$ cat src/rtl/store_rmw_unit.sv
// Store narrowing unit for a word-wide, synchronous-read RAM without byte enables.
// Sub-word stores use an IDLE -> READ -> DONE read-modify-write sequence.
// Define STORE_BYTE_ENABLE_EN to add mem_be_o and make sub-word stores complete in a single cycle.
module store_rmw_unit #(
  parameter int MEM_AW = 12
) (
  input  logic              clk_i,
  input  logic              reset_i,
  input  logic              req_i,
  input  logic              we_i,
  input  logic [31:0]       addr_i,
  input  logic [31:0]       wdata_i,
  input  logic [1:0]        size_i,
  output logic [MEM_AW-1:0] mem_addr_o,
  output logic              mem_we_o,
  output logic [31:0]       mem_wdata_o,
`ifdef STORE_BYTE_ENABLE_EN
  output logic [3:0]        mem_be_o,
`endif
  input  logic [31:0]       mem_rdata_i,
  output logic [31:0]       ld_word_o,
  output logic              stall_o,
  output logic              misalign_o,
  output logic              done_o
);

  localparam logic [1:0] SZ_HALF = 2'b01;
  localparam logic [1:0] SZ_BYTE = 2'b10;

  typedef enum logic [1:0] {
    IDLE = 2'd0,
    READ = 2'd1,
    DONE = 2'd2
  } state_e;

  state_e              state_q, state_d;
  logic [MEM_AW+1:0]   addr_q;
  logic [15:0]         wdata_q;
  logic [1:0]          size_q;
  logic                latch_en;
  logic                unused_addr_hi;

  assign unused_addr_hi = ^addr_i[31:MEM_AW+2];
  assign ld_word_o      = mem_rdata_i;

  function automatic logic is_word(input logic [1:0] sz);
    return (sz != SZ_HALF) && (sz != SZ_BYTE);
  endfunction

  function automatic logic misaligned(input logic [1:0] lo, input logic [1:0] sz);
    logic bad;
    bad = 1'b0;
    if (sz == SZ_HALF)
      bad = lo[0];
    else if (is_word(sz))
      bad = (lo != 2'b00);
    return bad;
  endfunction

  // Replace only the addressed lane(s) of the old word with the narrowed data
  function automatic logic [31:0] merge_lane(input logic [31:0] old, input logic [15:0] d,
                                             input logic [1:0] lo, input logic [1:0] sz);
    logic [31:0] r;
    r = old;
    if (sz == SZ_BYTE)
      r[{lo, 3'b000} +: 8] = d[7:0];
    else if (sz == SZ_HALF) begin
      if (lo[1])
        r[31:16] = d;
      else
        r[15:0] = d;
    end
    return r;
  endfunction

`ifdef STORE_BYTE_ENABLE_EN
  function automatic logic [3:0] lane_mask(input logic [1:0] lo, input logic [1:0] sz);
    logic [3:0] m;
    m = 4'b1111;
    if (sz == SZ_BYTE)
      m = 4'b0001 << lo;
    else if (sz == SZ_HALF)
      m = lo[1] ? 4'b1100 : 4'b0011;
    return m;
  endfunction

  function automatic logic [31:0] replicate(input logic [15:0] d, input logic [1:0] sz);
    return (sz == SZ_BYTE) ? {4{d[7:0]}} : {2{d}};
  endfunction
`endif

  always_ff @(posedge clk_i) begin
    if (reset_i) begin
      state_q <= IDLE;
      addr_q  <= '0;
      wdata_q <= '0;
      size_q  <= '0;
    end else begin
      state_q <= state_d;
      if (latch_en) begin
        addr_q  <= addr_i[MEM_AW+1:0];
        wdata_q <= wdata_i[15:0];
        size_q  <= size_i;
      end
    end
  end

  always_comb begin
    state_d     = state_q;
    latch_en    = 1'b0;
    mem_addr_o  = addr_i[MEM_AW+1:2];
    mem_we_o    = 1'b0;
    mem_wdata_o = wdata_i;
`ifdef STORE_BYTE_ENABLE_EN
    mem_be_o    = 4'b1111;
`endif
    stall_o     = 1'b0;
    misalign_o  = 1'b0;
    done_o      = 1'b0;

    unique case (state_q)
      IDLE: begin
        misalign_o = req_i & misaligned(addr_i[1:0], size_i);
        if (req_i && we_i && !misalign_o) begin
          if (is_word(size_i)) begin
            mem_we_o = 1'b1;
            done_o   = 1'b1;
          end else begin
`ifdef STORE_BYTE_ENABLE_EN
            mem_we_o    = 1'b1;
            done_o      = 1'b1;
            mem_be_o    = lane_mask(addr_i[1:0], size_i);
            mem_wdata_o = replicate(wdata_i[15:0], size_i);
`else
            // This cycle presents the address for the RAM read half of the RMW
            latch_en = 1'b1;
            stall_o  = 1'b1;
            state_d  = READ;
`endif
          end
        end
      end
      READ: begin
        mem_addr_o  = addr_q[MEM_AW+1:2];
        mem_wdata_o = merge_lane(mem_rdata_i, wdata_q, addr_q[1:0], size_q);
        mem_we_o    = 1'b1;
        stall_o     = 1'b1;
        state_d     = DONE;
      end
      DONE: begin
        mem_addr_o = addr_q[MEM_AW+1:2];
        done_o     = 1'b1;
        state_d    = IDLE;
      end
      default: state_d = IDLE;
    endcase

    // A reset cycle must never write the RAM or signal the pipeline
    if (reset_i) begin
      mem_we_o   = 1'b0;
      stall_o    = 1'b0;
      misalign_o = 1'b0;
      done_o     = 1'b0;
    end
  end

endmodule

$ cat config.mk
export PLATFORM = sky130hd
export DESIGN_NAME = store_rmw_unit
export DESIGN_NICKNAME = d
export VERILOG_FILES = /design/src/rtl/store_rmw_unit.sv
export SDC_FILE = /design/constraint.sdc
export NUM_CORES = 1
export LEC_CHECK = 0
export ABC_CLOCK_PERIOD_IN_PS = 2700
export BUFFER_PORTS_ARGS = -buffer_cell sky130_fd_sc_hd__buf_2
export CAP_MARGIN = 0
export CELL_PAD_IN_SITES_DETAIL_PLACEMENT = 0
export CELL_PAD_IN_SITES_GLOBAL_PLACEMENT = 1
export CORE_ASPECT_RATIO = 2
export CORE_UTILIZATION = 33
export CTS_CLUSTER_SIZE = 8
export DETAILED_ROUTE_END_ITERATION = 12
export MAX_ROUTING_LAYER = met4
export PLACE_DENSITY_LB_ADDON = 0.3
export SETUP_SLACK_MARGIN = 0.4
export SLEW_MARGIN = 20
export SYNTH_ARGS = -nofsm -noshare
export SYNTH_HDL_FRONTEND = slang
export SYNTH_SLANG_ARGS = --single-unit
$ cat constraint.sdc
create_clock -name clk_i -period 2.7 [get_ports clk_i]
set_input_delay 0.135 -clock clk_i [delete_from_list [all_inputs] [get_ports clk_i]]
set_output_delay 0.135 -clock clk_i [all_outputs]
set_load 0.01 [all_outputs]
==> summary.md <==
The run finished with clean final reports. The run gives 0 as the number of maximum-capacitance constraint violations. TritonCTS built the clock tree.

The die footprint is 10200 µm², and the fraction of final layout cells sized beyond drive strength 1 is 37.4%. In this run the count of I/O pins placed on the die edge is 182. The logs give 559 for the post-synth net total and 4080 µm² for the final standard cell area without fillers. Across all layers, the routed design uses 3752 vias. For the combined flip-flop and latch cell area, the log shows 684 µm². The kind of critical path is flop to output port. Entering global routing, the biggest net connects 39 pins. Counting flops with an async set or reset pin after synthesis yields a share of 0%. For the maximum clock rate, the log shows 457 MHz. Summing all placed instances gives a cell area of 3850 µm². The region available for standard cell placement spans 9450 µm². Dividing total power by cell area gives a power density of 405 nW/µm². Counting every instance in the synthesized netlist gives 448. In this run the worst hold path is classified as primary input to flop. The final layout contains 671 nets. Using the TritonRoute via totals, the vias-per-cell ratio works out to 5.43.

The tools report the count of endpoints failing hold in the final timing report as 0. The post-place setup slack is 0.456 ns, and the deepest level of the CTS H-tree is 2. For this design, the slowest cell found on the critical path is and4b_1.

For the number of fillers in the final layout, the log shows 1014. Remaining max-slew budget at the tightest pin: 50.7%. The run gives 2.05 ns as the arrival time at the worst endpoint.

The height of the die was 142 µm. For this run, the leading register cell type out of synthesis is dfxtp_1. Routability-driven placement finished with a final weighted congestion of 0.879. On the worst path, the slowest cell contributes a delay of 0.42 ns. The maximum fanout along the worst path is 8, and the sequential cell area fraction in the yosys report is 21.1%. The detailed placer's ending HPWL is 8.52 mm. In this run the horizontal extent of the chip is 71.9 µm.

The maximum VDD drop is 0.450 mV. The design draws 1.65 mW. Setup violations remaining at the end of the flow were counted as 0. The detail route stage leaves a number of antenna-violating nets equal to 0. The clock-pin slew on the worst setup and hold paths is 0.06 ns, and the worst-skew pair later-pin latency is 0.28 ns. Between clock sinks in the finished design, the worst skew comes to 0.00435 ns.

After the flow finishes, the layout carries non-filler instances totaling 691. The signal on the critical path passes through inv_2 > ha_4 > and4b_1 > a221o_1 > o21ai_0 > a21oi_1 > buf_2. Measured on the finished design, the core utilization comes to 43.2%. The final worst setup slack came out at 0.510 ns. Dividing the final minimum period by the clock period gives 81.1%.

The mapped netlist covers 3220 µm². The final period demand of the worst path was 2.19 ns. The placement row count was 50. A synthesized cell averages 7.19 µm². In this run, synthesis inferred 0 flip-flops with an integrated enable. Data required time of the worst path: 2.57 ns.

In the final routed layout, each cell accounts on average for 16.4 µm. For the number of global-route vias before repair, the log shows 3655. The number of unique standard cell types used by synthesis came out at 39. Summed over all layers, the routed wires come to 11.3 mm.

In the routed design, unresolved DRC markers number 0. The layout-stage area growth over the synthesis result works out to 26.7%. On the final layout, the worst hold slack is 0.0989 ns. Initial antenna violation count: 0. The first global-routing pass estimated 18.0 mm of wire.

The number of hold buffers added after CTS was 0. The tools report the kind of launch point of the worst setup path as a flop. The clock net in this run drives a total of 34 sinks. The repair_antennas step left the layout with diodes totalling 0.

Total negative slack for setup checks: 0 ns. In this run, CTS created clock tree buffers numbering 5. The first TritonRoute pass finished after 4 iterations. Yosys printed 0 warnings.

Buffers placed on the I/O ports in this run total 163. The run gives 679 as the number of cells after detailed placement. The cell sitting at the root of the clock tree is a clkbuf_16. At the pin with the least slew margin, the transition time is 0.739 ns. After the first detailed-routing iteration, the DRC count stood at 268. Overall overflow remaining after global route: 0. Setup repair after global routing left no endpoint under its margin.

Counting flops and latches in the post-synthesis netlist gives 34. The overall track demand over capacity in global routing is 22.7%, and the effective utilization at floorplan is 34.1%. The clock passes through at most 2 buffers. The tools report the endpoint class of the critical path as an output port.

Summed over all cells, the static leakage comes to 1.77 nW. Final count of pins violating max slew: 0. The area of the multi-input gates was 2050 µm².
[critical path: cells and delay by family (launching register included)]
kind | cells | cell delay [ns]
flops | 1 | 0.36
simple gates | 1 | 0.42
compound gates | 3 | 0.44
buf+inv | 2 | 0.25
fa+ha+maj | 1 | 0.31
[worst paths after layout]
path               startpoint              to  slack [ns]  depth (start not counted)
hold reg to reg     addr_q[8]       addr_q[8]        0.45                          2
setup reg to reg   state_q[0]      wdata_q[3]        0.79                          7
setup / recovery    addr_q[1]  mem_wdata_o[9]        0.51                          7
hold / removal    wdata_i[15]     wdata_q[15]         0.1                          3
[power breakdown]
group          internal (mW)  switching (mW)
logic                  0.233           0.295
clock network          0.365           0.214
registers              0.521          0.0246
total                   1.12           0.534
[layer usage]
layer | GRT usage [%] | up-vias | routed length, µm
met4 | 9.18 | 0 | 336
met2 | 41.7 | 158 | 6160
met1 | 24.1 | 1717 | 4170
met5 | - | - | 0
met3 | 2.70 | 22 | 651
li1 | - | 1855 | -
[cell usage after synthesis, drive strengths merged (2+ instances only)]
master	number	area share (%)
a221oi	8	2.2
o21ai	27	4.3
a211oi	8	1.9
nand2	67	7.8
nor2b	2	0.47
nand3	9	1.4
a221o	16	5.0
o22ai	24	4.7
o22a	24	6.5
ha	9	3.5
o221ai	8	2.2
a32oi	8	2.2
nor2	21	2.4
a21oi	49	7.6
mux2	12	4.2
inv	26	3.0
a41oi	2	0.54
nor3	3	0.62
a31oi	10	1.9
buf	55	12
dfxtp	34	21
clkbuf	17	2.0
[cell usage in the layout (no fill, tap or decap), drive strengths merged, types with 9 or more instances in the layout]
| cell | count |
|---|---|
| a21oi | 49 |
| a31oi | 10 |
| buf | 177 |
| inv | 26 |
| nor2 | 21 |
| nand3 | 9 |
| o22a | 24 |
| nand2 | 67 |
| mux2 | 12 |
| ha | 9 |
| o22ai | 24 |
| o21ai | 27 |
| dfxtp | 34 |
| a221o | 16 |
[flip-flops by register name (all words and copies together) (netlist names)]
| register | cells |
|---|---|
| state_q | 2 |
| wdata_q | 16 |
| size_q | 2 |
| addr_q | 14 |
[repair_timing]
| item | in CTS | in global routing |
|---|---|---|
| pin swaps | 1 | 1 |
| endpoints found under the hold margin | 0 | 0 |
| buffers inserted | 0 | 4 |
| setup endpoints to repair | 32 | 28 |
| resized for setup | 5 | 7 |
[logic make-up after synthesis]
family | Yosys count | share of synthesized area [%]
adder cells (fa/ha/maj) | 9 | 3.50
buffers and inverters | 98 | 16.7
AO/OA/AOI/OAI | 185 | 39.2
AND/OR/NAND/NOR | 109 | 15.0
flip-flops | 34 | 21.1
multiplexers | 13 | 4.51
[final cells by class]
cell class                      count  share of cell area (%)
Multi-Input combinational cell    316                    50.2
Clock inverter                      2                   0.307
Clock buffer                        6                    3.40
Inverter                           26                    2.39
Timing Repair Buffer              177                    23.0
Tap cell                          130                    3.99
Sequential cell                    34                    16.8
Power figures use the tool's default switching activity.
